## src/rtl/axis_tone_sequencer.sv

```systemverilog
// axis_tone_sequencer: plays a loaded (step, dwell) program out to an NCO step port
//   Build option: TONE_SEQ_MUTE_EN adds a MUTE state that sends one zero step before idling.
//   Ports: aclk, arst (sync, active-high); s_axis_cfg_* loads {dwell, step} entries;
//   start/stop/loop_en control playback; m_axis_step_* feeds the NCO step input;
//   busy/done/entry_idx report status.
module axis_tone_sequencer #(
    parameter int ACC_WIDTH   = 32,
    parameter int DWELL_WIDTH = 24,
    parameter int DEPTH       = 8
) (
    input  logic                             aclk,
    input  logic                             arst,
    input  logic [ACC_WIDTH+DWELL_WIDTH-1:0] s_axis_cfg_tdata,
    input  logic                             s_axis_cfg_tvalid,
    input  logic                             s_axis_cfg_tlast,
    output logic                             s_axis_cfg_tready,
    input  logic                             start,
    input  logic                             stop,
    input  logic                             loop_en,
    output logic [ACC_WIDTH-1:0]             m_axis_step_tdata,
    output logic                             m_axis_step_tvalid,
    input  logic                             m_axis_step_tready,
    output logic                             busy,
    output logic                             done,
    output logic [$clog2(DEPTH)-1:0]         entry_idx
);
    localparam int IW = $clog2(DEPTH);
    localparam int TW = ACC_WIDTH + DWELL_WIDTH;
`ifdef TONE_SEQ_MUTE_EN
    typedef enum logic [1:0] {IDLE, RUN, MUTE} state_t;
`else
    typedef enum logic [1:0] {IDLE, RUN} state_t;
`endif
    state_t                 state, state_n;
    logic [TW-1:0]          tbl [DEPTH];
    logic [TW-1:0]          rd;
    logic [IW-1:0]          wr_ptr, wr_ptr_n, idx, idx_n, nidx;
    logic [IW:0]            n_ent, n_ent_n;
    logic [DWELL_WIDTH-1:0] cnt, cnt_n, ld;
    logic [ACC_WIDTH-1:0]   tdata_n;
    logic                   tvalid_n, done_n, cfg_we, cfg_end, last, exhaust;
`ifdef TONE_SEQ_MUTE_EN
    logic                   mute_done, mute_done_n;
`endif
    assign s_axis_cfg_tready = (state == IDLE) && !arst;
    assign cfg_we            = s_axis_cfg_tvalid && s_axis_cfg_tready;
    assign cfg_end           = s_axis_cfg_tlast || (wr_ptr == IW'(DEPTH - 1));
    assign busy              = state != IDLE;
    assign entry_idx         = idx;
    assign last              = {1'b0, idx} == n_ent - 1'b1;
    assign nidx              = last ? IW'(0) : idx + 1'b1;
    // In IDLE the next entry is always 0; in RUN it is the successor (wrapping after the last).
    assign rd                = tbl[(state == IDLE) ? IW'(0) : nidx];
    assign ld                = (rd[TW-1 -: DWELL_WIDTH] == '0) ? DWELL_WIDTH'(1) : rd[TW-1 -: DWELL_WIDTH];
    assign exhaust           = m_axis_step_tready && (cnt == DWELL_WIDTH'(1));
    always_comb begin
        state_n  = state;
        wr_ptr_n = wr_ptr;
        n_ent_n  = n_ent;
        idx_n    = idx;
        cnt_n    = cnt;
        tdata_n  = m_axis_step_tdata;
        tvalid_n = m_axis_step_tvalid;
        done_n   = 1'b0;
`ifdef TONE_SEQ_MUTE_EN
        mute_done_n = mute_done;
`endif
        if (cfg_we) begin
            wr_ptr_n = cfg_end ? IW'(0) : wr_ptr + 1'b1;
            n_ent_n  = cfg_end ? {1'b0, wr_ptr} + 1'b1 : n_ent;
        end
        case (state)
            IDLE: if (start && !stop && n_ent != '0) begin
                state_n  = RUN;
                idx_n    = '0;
                cnt_n    = ld;
                tdata_n  = rd[ACC_WIDTH-1:0];
                tvalid_n = 1'b1;
            end
            RUN: if (stop || (exhaust && last && !loop_en)) begin
`ifdef TONE_SEQ_MUTE_EN
                state_n     = MUTE;
                tdata_n     = '0;
                tvalid_n    = 1'b1;
                mute_done_n = !stop;
`else
                state_n  = IDLE;
                tvalid_n = 1'b0;
                done_n   = !stop;
`endif
            end else if (m_axis_step_tready) begin
                idx_n   = exhaust ? nidx : idx;
                cnt_n   = exhaust ? ld : cnt - 1'b1;
                tdata_n = exhaust ? rd[ACC_WIDTH-1:0] : m_axis_step_tdata;
            end
`ifdef TONE_SEQ_MUTE_EN
            MUTE: if (m_axis_step_tready) begin
                state_n  = IDLE;
                tvalid_n = 1'b0;
                done_n   = mute_done;
            end
`endif
            default: ;
        endcase
    end
    always_ff @(posedge aclk) begin
        if (arst) begin
            state              <= IDLE;
            wr_ptr             <= '0;
            n_ent              <= '0;
            idx                <= '0;
            cnt                <= '0;
            m_axis_step_tdata  <= '0;
            m_axis_step_tvalid <= 1'b0;
            done               <= 1'b0;
`ifdef TONE_SEQ_MUTE_EN
            mute_done          <= 1'b0;
`endif
        end else begin
            state              <= state_n;
            wr_ptr             <= wr_ptr_n;
            n_ent              <= n_ent_n;
            idx                <= idx_n;
            cnt                <= cnt_n;
            m_axis_step_tdata  <= tdata_n;
            m_axis_step_tvalid <= tvalid_n;
            done               <= done_n;
`ifdef TONE_SEQ_MUTE_EN
            mute_done          <= mute_done_n;
`endif
        end
    end
    always_ff @(posedge aclk) begin
        if (cfg_we) tbl[wr_ptr] <= s_axis_cfg_tdata;
    end
endmodule
```

## config.mk

```make
export PLATFORM = sky130hd
export DESIGN_NAME = axis_tone_sequencer
export DESIGN_NICKNAME = d
export VERILOG_FILES = /design/src/rtl/axis_tone_sequencer.sv
export SDC_FILE = /design/constraint.sdc
export NUM_CORES = 1
export LEC_CHECK = 0
export CAP_MARGIN = 25
export CORE_UTILIZATION = 30
export DETAILED_ROUTE_END_ITERATION = 12
export PLACE_DENSITY = 0.5
export REMOVE_ABC_BUFFERS = 1
export SYNTH_ARGS = -nofsm -noshare
export SYNTH_HDL_FRONTEND = slang
export SYNTH_SLANG_ARGS = --single-unit
```

## constraint.sdc

```tcl
create_clock -name aclk -period 8 [get_ports aclk]
set_input_delay 1.6 -clock aclk [delete_from_list [all_inputs] [get_ports aclk]]
set_output_delay 1.6 -clock aclk [all_outputs]
set_load 0.02 [all_outputs]
```

==> flow_summary.json, run 1 <==
{
  "status": "finished clean",
  "swShare_pct": 21.2,
  "synth.area.top_cells": "edfxtp_1 (64%), dfxtp_1 (6.5%), nand2_1 (5.9%)",
  "start_util_pct": 30.4,
  "area_growth_pct": 19.0,
  "holdCritStartpoint": "cnt[11]",
  "clk_pin_slew_worst_paths_ns": 0.06,
  "via_per_inst": 5.02,
  "pwr-share-seq_pct": 51.5,
  "ys_seq_elements": 516,
  "holdPathStages": 2,
  "dieWidth_microns": 266,
  "gr-total-overflow": 0,
  "reg2reg_to": "cnt[0]",
  "fin_crit_ns": 4.79,
  "num_io_pins": 103,
  "ir_worst_vdd_uv": 146,
  "hold_viol_final": 0,
  "wl_per_cell_microns": 21.2,
  "grt_pass1_wl_microns": 87000,
  "drt_wl_total_microns": 58100,
  "yosysUniqueCellTypes": 68,
  "multi_input_area_sq_um": 5600,
  "grt_max_degree": 81,
  "p_leak_uw": 0.00826,
  "drt_pass1_iterations": 7,
  "core_area_sq_um": 68700,
  "slew_headroom_pct": 27.8,
  "powerDensity_nw_per_um2": 232,
  "grt_pass1_vias": 13600,
  "maxCapViolCount": 0,
  "post-dp-hpwl_microns": 31800,
  "fmax_mhz": 209,
  "worstMarginPinSlew_ns": 1.07,
  "syn-cell-area_sq_um": 20900,
  "clock_latency_ns": 0.63,
  "internal-power_uw": 4530,
  "ff2ff_setup_slack_ns": 3.42,
  "gp_congestion": 0.790,
  "synth_edf_count": 448,
  "cts_setup_buffers": 0,
  "clock_skew_ns": 0.0232,
  "pwr-share-clk_pct": 44.7,
  "die_area_sq_um": 70600,
  "required_ns": 6.40,
  "final-setup-viol-count": 0,
  "synth_flop_cell": "edfxtp_1",
  "comb_power_share_pct": 3.8,
  "ys_seq_area_share_pct": 71.0,
  "cts_buffers": 55,
  "fin_nets": 1831,
  "final.setup.tns_ns": 0,
  "seq_area_sq_um": 14800,
  "placed_area_sq_um": 23000,
  "clock-sinks": 516,
  "r2r_start": "n_ent[0]",
  "rows": 96,
  "htree_levels": 2,
  "yosys.area.top_type_share_pct": 64.5,
  "chipHeight_microns": 266,
  "worstSetupEndpointType": "primary output",
  "ctsResizeCount": 0,
  "route.detailed.drc": 0,
  "antenna_found_initial": 4,
  "rsz0062_at_grt": "false",
  "slew_violations": 0,
  "crit_type": "in2out",
  "clock-root-buffer": "clkbuf_16",
  "fin_crit_sh_pct": 59.8,
  "io_buffers": 102,
  "grt_usage_pct": 16.3,
  "ff2ff_path_depth": 12,
  "ys_warn_count": 0,
  "worstHoldEndpoint": "cnt[11]",
  "ant_nets": 0,
  "arrival_ns": 3.19,
  "design_area_sq_um": 24800,
  "yosys.area.top_type": "edfxtp_1",
  "async_reset_ff_share_pct": 0,
  "syn_inst": 1677,
  "startpoint_type": "input port",
  "p_sw_uw": 1220,
  "drive_above_1_share_pct": 8.69,
  "vias": 13800,
  "cts_buffer_depth": 3,
  "cts_tree": "done",
  "path_max_fanout": 69,
  "syn_area_per_cell_sq_um": 12.4,
  "postLayoutCoreUtil_pct": 36.2,
  "min_path_type": "reg2reg",
  "fillerInstances": 6702,
  "drtIter0Drc": 1161,
  "cts_hold_buf": 0
}
==> placed cells by master (no fill, tap or decap), drive strengths merged, types with 37 or more instances in the layout <==
cell type / count
nand2: 326
clkbuf: 86
o21ai: 62
a21oi: 47
clkdlybuf4s50: 101
a211oi: 59
dfxtp: 68
nand3: 150
a31oi: 37
nor2: 88
edfxtp: 448
==> power groups by stage <==
| stage | clock network (uW) | registers [uW] | logic [uW] |
|---|---|---|---|
| after floorplan | 0 | 3030 | 90.9 |
| after global placement | 0 | 3020 | 219 |
| after detailed placement | 0 | 3020 | 221 |
| after CTS | 2630 | 2960 | 223 |
| after global routing | 2720 | 2960 | 242 |
| final | 2570 | 2960 | 220 |
==> sequential cells by signal, summed over array words and instances, names as in the netlist <==
signal and cells:
wr_ptr 3, done 1, cnt 24, entry_idx 3
m_axis_step_tdata 32, tbl 448, m_axis_step_tvalid 1, n_ent 4
==> cells in the mapped netlist (all sizes together), types with 2 or more instances <==
master,n
edfxtp,448
nand2,326
nand3,150
nor2,88
clkbuf,70
dfxtp,68
o21ai,62
a211oi,59
a21oi,47
buf,40
a31oi,37
and3,35
inv,34
nor3,33
a22oi,16
nor4,14
o22ai,14
mux2,11
a2111oi,10
mux2i,9
o211ai,9
or3,9
ha,7
nor2b,6
o31ai,6
a21o,5
a221oi,5
nand4,5
a221o,4
o221ai,4
xor2,4
mux4,3
nand2b,3
o22a,3
xnor2,3
a311oi,2
and2,2
o211a,2
o21a,2
o2bb2ai,2
o311ai,2
o32ai,2
==> per-stage QoR <==
stage | instances | hold WS, ns | total power (uW) | worst slack, ns
final | 2740 | 0.478 | 5750 | 3.21
after detailed placement | 2633 | 0.474 | 3240 | 3.11
after global routing | 2739 | 0.499 | 5930 | 3.00
after CTS | 2737 | 0.483 | 5820 | 3.13
after global placement | 2633 | 0.458 | 3240 | 3.12
after floorplan | 1567 | 0.438 | 3120 | -3.71
==> worst max-delay path, stage by stage <==
cell and delay, ns:
buf_2 0.08, buf_4 0.72, nor2_1 0.16, clkdlybuf4s50_1 0.60
==> worst max path at each step <==
stage / from / endpoint / depth (start not counted)
2_1_floorplan: n_ent[0] / cnt[0] / 11
3_3_place_gp: arst / s_axis_cfg_tready / 4
3_5_place_dp: arst / tbl[7][42] / 7
4_1_cts: arst / s_axis_cfg_tready / 4
5_1_grt: n_ent[0] / m_axis_step_tdata[18] / 12
6_report: arst / s_axis_cfg_tready / 4
==> per-layer routing <==
metal	track usage (%)	wire [microns]	vias to the layer above
li1	-	-	6421
met1	22.2	26200	6890
met2	27.0	27900	349
met3	2.56	2800	89
met4	4.57	1220	6
met5	0	29	-
==> layout make-up <==
| type | instances | area share [%] |
|---|---|---|
| Inverter | 34 | 0.514 |
| Tap cell | 931 | 4.69 |
| Clock buffer | 86 | 6.41 |
| Timing Repair Buffer | 136 | 5.17 |
| Sequential cell | 516 | 59.6 |
| Clock inverter | 18 | 1.01 |
| Antenna cell | 2 | 0.0201 |
| Multi-Input combinational cell | 1017 | 22.5 |
==> cell families after synthesis <==
group	count (synthesis)	share of synthesized area, %
multiplexers	23	1.35
adder cells (fa/ha/maj)	7	0.420
XOR/XNOR	7	0.294
AO/OA/AOI/OAI	303	9.79
flip-flops	516	71.0
buffers and inverters	144	2.78
AND/OR/NAND/NOR	677	14.4
Note: power is estimated with default switching activity, not from simulation.
==> run 2, diff against run 1 <==
clock period = 3.9 ns   (was 8 ns; I/O delays follow)
==> run 2 against run 1 <==
Effect of this change:
- count of clock-buffer cells in the layout is 23 lower
- die area stayed put
- first-iteration DRC count is 5.9% lower
- via count is 0.20% higher
- wire length is 1.1% lower
- sequential share of layout area is 0.85 points lower
- total power is 110% higher
- largest cell class unchanged
- largest power group unchanged
- highest routed layer unchanged
==> flow_summary.json, run 2 (synthesis results as in run 1) <==
{
  "slew_headroom_pct": 34.4,
  "critPathLaunch": "n_ent[1]",
  "antenna_found_initial": 4,
  "fin_crit_sh_pct": 92.2,
  "reg_top3": "tbl: 448 flops, m_axis_step_tdata: 32 flops, cnt: 24 flops",
  "multi_input_area_sq_um": 5610,
  "clock_skew_ns": 0.0201,
  "r2r_start": "n_ent[1]",
  "p_leak_uw": 0.00842,
  "clk_pin_slew_worst_paths_ns": 0.06,
  "route.detailed.drc": 0,
  "status": "finished clean",
  "largest_reg_flops": 448,
  "die_area_sq_um": 70600,
  "pwr-share-seq_pct": 50.7,
  "holdWs_ns": 0.477,
  "drt_wl_total_microns": 57500,
  "vias": 13800,
  "ir_worst_vdd_uv": 271,
  "power.total_uw": 12000,
  "start_util_pct": 30.4,
  "seq_area_sq_um": 14800,
  "ff2ff_setup_slack_ns": 0.31,
  "min_path_type": "reg2reg",
  "clock-root-buffer": "clkbuf_16",
  "fin_nets": 1847,
  "slew_violations": 0,
  "cts_setup_buffers": 0,
  "worstSetupEndpointType": "register",
  "ff2ff_path_depth": 12,
  "rows": 96,
  "cp_slowest_stage_delay_ns": 0.56,
  "wl_per_cell_microns": 20.9,
  "htree_levels": 2,
  "gr-total-overflow": 0,
  "final_cell_mix": "edfxtp_1 (448), nand2_1 (326), nand3_1 (150)",
  "fin_crit_ns": 3.59,
  "post-dp-hpwl_microns": 32600,
  "fin_ws_ns": 0.305,
  "swShare_pct": 20.7,
  "powerDensity_nw_per_um2": 476,
  "crit_type": "reg2reg",
  "ant_nets": 0,
  "comb_power_share_pct": 3.9,
  "arrival_ns": 4.11,
  "dieWidth_microns": 266,
  "required_ns": 4.41,
  "io_buffers": 102,
  "worstMarginPinSlew_ns": 0.984,
  "fmax_mhz": 278,
  "drtIter0Drc": 1092,
  "hold_viol_final": 0,
  "ctsResizeCount": 0,
  "clock-sinks": 516,
  "largest_register": "tbl",
  "core_area_sq_um": 68700,
  "final-setup-viol-count": 0,
  "reg2reg_to": "cnt[0]",
  "startpoint_type": "register",
  "pwr-share-clk_pct": 45.5,
  "cts_tree": "done",
  "grt_pass1_vias": 13700,
  "p_sw_uw": 2480,
  "area_growth_pct": 20.8,
  "holdCritStartpoint": "cnt[11]",
  "clock_latency_ns": 0.61,
  "cts_buffer_depth": 3,
  "place_ws_ns": 0.169,
  "endpoint": "cnt[0]",
  "worstPathCellList": "inv_1 -> ha_1 -> xor2_2 -> o211ai_1 -> o31a_2 -> a2111oi_0 -> nor4_1 -> buf_4 -> a2111oi_0 -> and4_1 -> nand4_1 -> a211oi_2",
  "path_max_fanout": 14,
  "cts_hold_buf": 0,
  "cp_slowest_cell": "o31a_2",
  "drt_pass1_iterations": 5,
  "internal-power_uw": 9510,
  "fillerInstances": 6642,
  "final.setup.tns_ns": 0,
  "chipHeight_microns": 266,
  "layout_commonest_cell": "edfxtp_1",
  "grt_max_degree": 110,
  "drive_above_1_share_pct": 10.3,
  "rsz0062_at_grt": "false",
  "cpMostUsedCell": "a2111oi_0",
  "via_per_inst": 5.01,
  "grt_pass1_wl_microns": 87400,
  "num_io_pins": 103,
  "gp_congestion": 0.840,
  "maxCapViolCount": 0,
  "grt_usage_pct": 16.3,
  "cts_buffers": 53
}
-- run 2: changes by cell type in the layout (fill, tap and decap cells not counted), sizes merged --
cell | before | now
clkbuf | 86 | 63
buf | 35 | 53
bufinv | 4 | 10
clkinv | 13 | 18
clkinvlp | 0 | 5
inv | 35 | 37
diode | 2 | 1
-- run 2: area by class of cell --
class / count / share of cell area [%]
inverters: 34 / 0.506
flip-flops and latches: 516 / 58.8
repair buffers: 154 / 6.33
diodes: 1 / 0.00993
multi-input cells: 1017 / 22.2
clock buffers: 63 / 5.69
well taps: 931 / 4.62
clock inverters: 36 / 1.81
-- run 2: through the flow --
stage	std cells	cell area [sq um]	utilization, %
global route	2752	25200	36.7
CTS	2751	25200	36.7
detailed placement	2652	23300	33.9
floorplan	1567	20400	-
global placement	2652	23300	33.9
finish	2752	25200	36.7
-- run 2: worst min-delay path by stage --
stage / end / slack [ns] / depth (start not counted)
final: cnt[11] / 0.48 / 2
after global routing: cnt[11] / 0.51 / 2
after CTS: cnt[11] / 0.48 / 2
after detailed placement: cnt[11] / 0.47 / 2
after global placement: cnt[4] / 0.47 / 2
after floorplan: cnt[11] / 0.44 / 2
-- run 2: worst max-delay path, delay by kind of cell, from the launching register on --
| family | cells | cell delay [ns] |
|---|---|---|
| AND/OR/NAND/NOR | 3 | 0.50 |
| buffers and inverters | 2 | 0.24 |
| AO/OA/AOI/OAI | 5 | 1.84 |
| adder cells (fa/ha/maj) | 1 | 0.31 |
| XOR/XNOR | 1 | 0.25 |
| flip-flops | 1 | 0.37 |
-- run 2: routing by layer --
layer | wire length (microns) | global-route usage [%] | up-vias
met1 | 26300 | 22.3 | 6913
met3 | 2860 | 2.74 | 78
li1 | - | - | 6449
met2 | 27400 | 26.8 | 336
met5 | 38 | 0 | -
met4 | 958 | 3.81 | 6
-- run 2: power by group through the flow --
stage | clock [uW] | sequential (uW) | combinational, uW
2_1_floorplan | 0 | 6210 | 186
3_3_place_gp | 0 | 6190 | 459
6_report | 5450 | 6070 | 463
3_5_place_dp | 0 | 6190 | 464
4_1_cts | 5570 | 6070 | 467
5_1_grt | 5770 | 6080 | 510
